**src/rtl/ascon_hash_padder.sv**
```systemverilog
// ---------------------------------------------------------------------------
// ascon_hash_padder
//   Upstream feeder for the Ascon-Hash sequencer. Takes a message as a byte
//   stream and packs it into 64-bit rate blocks, MSB-first. Padding is always
//   applied: one 0x80 byte, then zeros up to the next 64-bit boundary. A
//   message whose length is a multiple of 8 bytes therefore gains one extra
//   block holding only the pad.
//
// Optional feature: define ASCON_PAD_LEN_EN to enable the message byte
//   counter (msg_bytes) and its sticky saturation flag (len_ovf). With the
//   macro undefined, both outputs are tied to zero.
//
// Ports
//   clk        clock
//   rst_n      asynchronous active-low reset
//   s_data     message byte
//   s_valid    s_data/s_last/s_empty are valid
//   s_last     beat ends the message
//   s_empty    beat carries no data byte (meaningful together with s_last)
//   s_ready    padder accepts a beat (only while filling a block)
//   m_block    rate block, first message byte in [63:56]
//   m_valid    m_block is valid
//   m_last     m_block is the final padded block of the message
//   m_ready    downstream takes the block
//   msg_bytes  data bytes of the current/last message (ASCON_PAD_LEN_EN)
//   len_ovf    sticky byte-counter saturation flag (ASCON_PAD_LEN_EN)
// ---------------------------------------------------------------------------
module ascon_hash_padder #(
  parameter int RATE  = 64,  // rate in bits; only 64 is supported
  parameter int LEN_W = 32   // width of the message byte counter
) (
  input  logic             clk,
  input  logic             rst_n,
  input  logic [7:0]       s_data,
  input  logic             s_valid,
  input  logic             s_last,
  input  logic             s_empty,
  output logic             s_ready,
  output logic [RATE-1:0]  m_block,
  output logic             m_valid,
  output logic             m_last,
  input  logic             m_ready,
  output logic [LEN_W-1:0] msg_bytes,
  output logic             len_ovf
);

  typedef enum logic [1:0] {
    ST_FILL = 2'd0,
    ST_EMIT = 2'd1,
    ST_PAD  = 2'd2
  } state_t;

  localparam logic [RATE-1:0] PAD_BLOCK = {8'h80, {(RATE-8){1'b0}}};

  state_t          state_r;
  logic [2:0]      cnt_r;          // next free byte lane
  logic [RATE-1:0] buf_r;          // partially filled block
  logic            pad_pending_r;  // full data block sent, pad-only block owed
  logic [RATE-1:0] fill_buf_s;     // buffer with the current beat merged in
  logic            accept_s;
  logic            full_s;         // data beat fills the last lane

  assign s_ready  = (state_r == ST_FILL);
  assign accept_s = s_valid && (state_r == ST_FILL);
  assign full_s   = !s_empty && (cnt_r == 3'd7);

  // Merge the incoming beat into the buffer: data goes to lane cnt, and on a
  // closing beat the 0x80 pad byte goes right after the data (or at lane cnt
  // for an empty closing beat). Lanes above are already zero in buf_r.
  always_comb begin
    fill_buf_s = buf_r;
    for (int i = 0; i < 8; i++) begin
      if (!s_empty && (cnt_r == i[2:0])) begin
        fill_buf_s[RATE-1-8*i -: 8] = s_data;
      end else if (s_last && s_empty && (cnt_r == i[2:0])) begin
        fill_buf_s[RATE-1-8*i -: 8] = 8'h80;
      end else if (s_last && !s_empty && (cnt_r != 3'd7) &&
                   ((cnt_r + 3'd1) == i[2:0])) begin
        fill_buf_s[RATE-1-8*i -: 8] = 8'h80;
      end else begin
        fill_buf_s[RATE-1-8*i -: 8] = buf_r[RATE-1-8*i -: 8];
      end
    end
  end

  // Packing FSM with registered block outputs.
  always_ff @(posedge clk or negedge rst_n) begin
    if (!rst_n) begin
      state_r       <= ST_FILL;
      cnt_r         <= 3'd0;
      buf_r         <= {RATE{1'b0}};
      pad_pending_r <= 1'b0;
      m_block       <= {RATE{1'b0}};
      m_valid       <= 1'b0;
      m_last        <= 1'b0;
    end else begin
      case (state_r)
        ST_FILL: begin
          if (accept_s) begin
            if (!s_empty && !s_last && (cnt_r != 3'd7)) begin
              buf_r <= fill_buf_s;
              cnt_r <= cnt_r + 3'd1;
            end else if (!s_empty || s_last) begin
              // Block closes: either all 8 lanes are full or the message ends.
              // A message ending exactly on a full block owes a pad block.
              m_block       <= fill_buf_s;
              m_valid       <= 1'b1;
              m_last        <= s_last && !full_s;
              pad_pending_r <= s_last && full_s;
              cnt_r         <= 3'd0;
              state_r       <= ST_EMIT;
            end else begin
              // Empty beat without s_last: consumed and ignored.
              cnt_r <= cnt_r;
            end
          end
        end
        ST_EMIT: begin
          if (m_ready) begin
            if (pad_pending_r) begin
              m_block       <= PAD_BLOCK;
              m_last        <= 1'b1;
              pad_pending_r <= 1'b0;
              state_r       <= ST_PAD;
            end else begin
              m_valid <= 1'b0;
              buf_r   <= {RATE{1'b0}};
              cnt_r   <= 3'd0;
              state_r <= ST_FILL;
            end
          end
        end
        ST_PAD: begin
          if (m_ready) begin
            m_valid <= 1'b0;
            buf_r   <= {RATE{1'b0}};
            cnt_r   <= 3'd0;
            state_r <= ST_FILL;
          end
        end
        default: begin
          m_valid       <= 1'b0;
          pad_pending_r <= 1'b0;
          buf_r         <= {RATE{1'b0}};
          cnt_r         <= 3'd0;
          state_r       <= ST_FILL;
        end
      endcase
    end
  end

`ifdef ASCON_PAD_LEN_EN
  localparam logic [LEN_W-1:0] LEN_MAX = {LEN_W{1'b1}};

  logic msg_start_r;  // next accepted beat opens a new message

  // Message byte counter: restarts on the first beat of each message,
  // saturates, and holds after the message completes.
  always_ff @(posedge clk or negedge rst_n) begin
    if (!rst_n) begin
      msg_bytes   <= {LEN_W{1'b0}};
      len_ovf     <= 1'b0;
      msg_start_r <= 1'b1;
    end else if (accept_s) begin
      msg_start_r <= s_last;
      if (msg_start_r) begin
        msg_bytes <= s_empty ? {LEN_W{1'b0}} : LEN_W'(1'b1);
        len_ovf   <= 1'b0;
      end else if (!s_empty) begin
        if (msg_bytes == LEN_MAX) begin
          len_ovf <= 1'b1;
        end else begin
          msg_bytes <= msg_bytes + LEN_W'(1'b1);
        end
      end else begin
        msg_bytes <= msg_bytes;
      end
    end else begin
      msg_bytes <= msg_bytes;
    end
  end
`else
  assign msg_bytes = {LEN_W{1'b0}};
  assign len_ovf   = 1'b0;
`endif

endmodule

```
**config.mk**
```make
export PLATFORM = sky130hd
export DESIGN_NAME = ascon_hash_padder
export DESIGN_NICKNAME = d
export VERILOG_FILES = /design/src/rtl/ascon_hash_padder.sv
export SDC_FILE = /design/constraint.sdc
export NUM_CORES = 1
export LEC_CHECK = 0
export ABC_AREA = 1
export CORE_MARGIN = 2
export CORE_UTILIZATION = 53
export CTS_CLUSTER_DIAMETER = 80
export DETAILED_ROUTE_END_ITERATION = 16
export PLACE_DENSITY = 0.86
export SLEW_MARGIN = 5
export SYNTH_ARGS = -nofsm -noshare
export SYNTH_HDL_FRONTEND = slang
export SYNTH_SLANG_ARGS = --single-unit
```
**constraint.sdc**
```tcl
create_clock -name clk -period 2.3 [get_ports clk]
set_clock_uncertainty 0.15 [all_clocks]
set_input_delay 0.46 -clock clk [delete_from_list [all_inputs] [get_ports clk]]
set_output_delay 0.46 -clock clk [all_outputs]
set_load 0.03 [all_outputs]
```
## Word-level counts from Yosys, hierarchy flattened

Cells that the tools add are included.

- $add $sub $neg: 1
- Eq/ne operators: 26
- Mux-type cells: 67
- Bitwise operators: 1
- Reductions and logical operators: 46

Operator list:

| kind | count |
|---|---|
| 64-bit two-way mux | 10 |
| 8-bit two-way mux | 24 |
| 64-bit one-hot mux with 3 select lines | 1 |
| 64-bit one-hot mux with 2 select lines | 1 |
| 1-bit logical AND | 32 |
| 3-bit equality test (second input constant) | 8 |
| 5-bit AND reduction | 4 |
| 3-bit two-way mux | 6 |
| 1-bit two-way mux | 14 |
| 3-bit by 2-bit equality test with 1-bit output (second input constant) | 4 |
| 2-bit two-way mux | 6 |
| 6-bit AND reduction | 2 |
| 2-bit != test (second input constant) | 5 |
| 3-bit one-hot mux with 3 select lines | 1 |
| 3-bit by 1-bit equality test with 1-bit output (second input constant) | 2 |
| 3-bit zero test | 2 |
| 2-bit by 1-bit != test with 1-bit output (second input constant) | 3 |
| 1-bit one-hot mux with 3 select lines | 2 |
| 2-bit one-hot mux with 3 select lines | 1 |
| 3-bit by 1-bit adder with 3-bit output (second input constant) | 1 |
| 1-bit zero test | 3 |
| 3-bit by 1-bit != test with 1-bit output (second input constant) | 1 |
| 3-bit != test (second input constant) | 1 |
| 2-bit by 1-bit equality test with 1-bit output (second input constant) | 1 |
| other kinds (6) | 6 |

- Register bits after elaboration: 136
- Bits of input ports: 14
- Output and inout bits: 100
- Logic and storage cells: 148

## Logic depth before layout (Yosys ltp)

- Word-level depth: 11
- Gate-level depth with buffers: 11
- Depth with buffers taken out: 11

## Least setup slack after synthesis

OpenSTA, ideal clock, no wires.

- Kind: register to register
- Start point: register cnt_r[0]
- End point: register buf_r[32]
- Library setup time: 0.065 ns
- Arrival: 1.770 ns
- Data required time: 2.085 ns
- Path slack: 0.315 ns
- Stages on the path, launching flop included: 12
- Buffers on the path: 2
- Period minus slack after synthesis: 1.985 ns
- Cell sequence: dfrtp_1 -> ha_1 -> ha_1 -> nor2_2 -> nand2_1 -> nor2_1 -> nand3_2 -> inv_2 -> buf_6 -> buf_2 -> nand2_1 -> nand2_1

- Longest elaborated chain between the ends: 9
- Elaborated cells on any way between the ends: 17
- Classes of those cells: add/sub (1); eq/ne (4); mux (6); reduce/logical (6)

RTL lines:

| what | RTL line | source |
|---|---|---|
| start: declaration | 56 | `logic [2:0] cnt_r;` |
| start signal: assignment | 102 | `cnt_r <= cnt_r + 3'd1;` |
| start signal: assignment | 114 | `cnt_r <= cnt_r;` |
| 3-bit by 1-bit adder with 3-bit output or 3-bit != test (tied branches) | 78, 77, 100 |  |
| 3-bit by 2-bit equality test with 1-bit output or 1-bit logical AND (tied branches) | 78, 77 |  |
| 1-bit logical AND | 77 | `end else if (s_last && !s_empty && (cnt_r != 3'd7) &&` |
| 8-bit two-way mux | 77 |  |
| 8-bit two-way mux | 75 | `end else if (s_last && s_empty && (cnt_r == i[2:0])) begin` |
| 8-bit two-way mux | 73 | `if (!s_empty && (cnt_r == i[2:0])) begin` |
| 64-bit two-way mux | 100 | `if (!s_empty && !s_last && (cnt_r != 3'd7)) begin` |
| 64-bit two-way mux | 99 | `if (accept_s) begin` |
| 64-bit one-hot mux with 3 select lines | 97 | `case (state_r)` |
| end signal: assignment | 91 | `buf_r <= {RATE{1'b0}};` |
| end signal: assignment | 101 | `buf_r <= fill_buf_s;` |
| end signal: assignment | 127 | `buf_r <= {RATE{1'b0}};` |
| end: declaration | 57 | `logic [RATE-1:0] buf_r;` |

Parallel ways exist; a longest one is shown, timed or not. The select of a mux whose other input is x is not followed.
A chain may end at the register's enable or synchronous reset.

## Final worst setup path

- Start point: register cnt_r[0]
- End point: register m_block[40]

- Longest elaborated chain between the ends: 10
- Elaborated cells on any way between the ends: 18
- Classes of those cells: add/sub (1); eq/ne (4); mux (7); reduce/logical (6)

RTL lines:

| what | RTL line | source |
|---|---|---|
| 3-bit by 1-bit adder with 3-bit output or 3-bit != test (tied branches) | 78, 77, 100 |  |
| 3-bit by 2-bit equality test with 1-bit output or 1-bit logical AND (tied branches) | 78, 77 |  |
| 1-bit logical AND | 77 |  |
| 8-bit two-way mux | 77 |  |
| 8-bit two-way mux | 75 |  |
| 8-bit two-way mux | 73 |  |
| 64-bit two-way mux | 103 | `end else if (!s_empty \|\| s_last) begin` |
| 64-bit two-way mux | 100 |  |
| 64-bit two-way mux | 99 |  |
| 64-bit one-hot mux with 2 select lines | 97 |  |
| end signal: assignment | 93 | `m_block <= {RATE{1'b0}};` |
| end signal: assignment | 106 | `m_block <= fill_buf_s;` |
| end: declaration | 39 | `output logic [RATE-1:0] m_block,` |

Parallel ways exist; a longest one is shown, timed or not. The select of a mux whose other input is x is not followed.

==> qor.txt <==
status - finished clean
R2R cell count - 9
#FFs+latches synth - 136
WS Path Type - reg2reg
DRT Pass-1 Iters - 6
post-route clock period utilization - 93.1%
CP endpoint - m_block[40]
antenna violation net count after detailed routing - 0
Die Width - 117 um
Reg clk slew, reported paths - 0.05 ns
library cells used by synthesis - 25
H-Tree Level Count - 4
Slowest Stage Delay on Critical Path - 0.42 ns
clock latency on the worst-skew pair - 0.43 ns
top routing layer in use - met4
routed len/inst - 14.4 um
Port Buffers - 80
vias - 5954
ANT cells - 0
mean post-synth cell area - 7.44 um2
Total Routing Usage GR - 26.7%
row cnt - 41
vias per inst - 5.05
largest net degree at the start of global routing - 44
cts bufs inserted - 17
P&R area growth vs syn - 24.8%
Critical Path Slowest Stage Cell - dfrtp_1
Fin. Hold Viols - 0
met2 wire length - 8.17 mm
crit path launch type - flop
Worst Setup SP - cnt_r[0]
CP Capture Type - flop
WP data required - 2.51 ns
CP Max Fanout - 14
unrepaired setup endpoints after global routing - false
setup TNS - 0 ns
Bufs on Longest Clock Path - 2
Nets - 1016
Initial Util - 53.6%
total gr overflow - 0
minimum clock period - 2.14 ns
Sink Count - 136
P per Cell Area - 960 nW/um2
R2R Setup Slk - 0.16 ns
IO Pins - 114
WL final - 16.9 mm
worst hold path type - reg2reg
core area - 12500 um2
yosys warns - 0
Critical R2R Launch - cnt_r[0]
Max Slew Vio Count - 0
RePlAce Congestion - 0.892
TritonCTS clock tree - done
Worst Tran Pin Value - 0.589 ns
synthesized instance count - 902
clock root buffer - clkbuf_16
Die Height - 117 um
initial antenna violation count - 0
crit-path cells - ha_1, ha_1, inv_1, o211ai_2, nand2_2, nor2_4, buf_4, nand2_1, nand2_1
final setup vio count - 0
first-pass GRT wire length - 28.0 mm
DRC - 0
post-synthesis cell area - 6710 um2
Met3 Wirelength - 1.12 mm
Fmax - 467 MHz
leakage - 0.00453 uW
critical path data arrival time - 2.35 ns
share of layout cells above drive strength 1 - 7.64%
wl on met1 - 7.21 mm
Worst R2R End - m_block[40]
die footprint - 13600 um2
headroom to the max-slew limit - 60.6%
hpwl dp - 10.8 mm
sequential area share after synthesis - 50.7%
Initial DRC Count - 577
Max Cap Viol - 0
Min Hold Slack - 0.324 ns
Post-CTS Setup Inserts - 0
VDD IR-drop max - 0.831 mV
via count of the first global-routing pass - 5848
==> metrics by stage <==
step	total power, uW	util [%]	area, um2	instances	worst slack, ns
after detailed placement	5080	61.6	7710	1148	-0.123
after floorplan	4330	-	6830	934	0.315
after global placement	5060	61.6	7710	1148	-0.0160
final	8050	67.0	8380	1180	0.159
after global routing	8410	67.0	8380	1180	0.00513
after CTS	8070	66.8	8370	1180	0.0260
==> per-layer routing <==
layer | global-route usage [%] | vias up
met1 | 33.8 | 2779
met5 | 0 | -
met2 | 44.4 | 229
li1 | - | 2901
met4 | 12.0 | 0
met3 | 5.81 | 45
==> cells in the mapped netlist (all sizes together) <==
| cell type | number | area (um2) |
|---|---|---|
| buf | 57 | 408 |
| clkbuf | 13 | 50.0 |
| conb | 1 | 3.75 |
| dfrtp | 136 | 3400 |
| ha | 6 | 75.1 |
| inv | 37 | 139 |
| nand2 | 517 | 1950 |
| nand3 | 64 | 330 |
| nand3b | 2 | 15.0 |
| nand4 | 1 | 6.26 |
| nor2 | 27 | 114 |
| nor3 | 3 | 25.0 |
| o211ai | 1 | 12.5 |
| o21ai | 36 | 180 |
| o22ai | 1 | 6.26 |
==> area by class of cell <==
type	count	area, um2
Clock buffer	22	474
Inverter	37	139
Sequential cell	136	3400
Clock inverter	9	170
Timing Repair Buffer	113	1130
Tap cell	172	215
Multi-Input combinational cell	691	2850
Fill cell	1022	4140
==> power breakdown <==
part	switching [uW]	total, uW	internal (uW)	leakage [uW]
sequential	159	2800	2640	0.00188
combinational	1540	2270	726	0.00233
clock	986	2980	1990	0.000320
total	2690	8050	5360	0.00453
==> critical path, delay by kind of cell, from the launching register on <==
kind / cells / cell delay [ns]
simple gates: 4 / 0.52
fa+ha+maj: 2 / 0.43
buf+inv: 2 / 0.34
compound gates: 1 / 0.20
flops: 1 / 0.42
==> worst min path at each step <==
stage                       end  depth (start not counted)        start
finish              m_block[14]                          2  m_block[14]
floorplan              buf_r[0]                          0        rst_n
global placement      buf_r[34]                          1        rst_n
detailed placement    buf_r[34]                          1        rst_n
CTS                 m_block[14]                          2  m_block[14]
global route        m_block[19]                          2  m_block[19]
==> cell usage in the layout (no fill, tap or decap), drive strengths merged, types with 4 or more instances in the layout <==
cell type / netlist / routed
nand2: 517 / 517
dfrtp: 136 / 136
clkdlybuf4s50: 0 / 78
nand3: 64 / 64
inv: 37 / 37
o21ai: 36 / 36
conb: 1 / 33
buf: 57 / 33
nor2: 27 / 27
clkbuf: 13 / 22
ha: 6 / 6
bufinv: 0 / 5
clkinv: 0 / 4
==> state kept, by name (all words and copies together), names as in the netlist <==
register	flops
buf_r	64
m_block	64
cnt_r	3
state_r	2
m_last	1
m_valid	1
pad_pending_r	1
==> cell families after synthesis <==
group | count (synthesis) | synth area share (%)
buf+inv | 107 | 8.89
simple gates | 614 | 36.3
other cells | 1 | 0.0559
fa+ha+maj | 6 | 1.12
compound gates | 38 | 2.96
flops | 136 | 50.7
==> timing repair <==
action,CTS,global route
endpoints found under the setup margin,1,24
endpoints found under the hold margin,28,0
gates resized for setup,1,4
hold buffers,1,0
No activity file was read; power rests on OpenSTA's default activity.
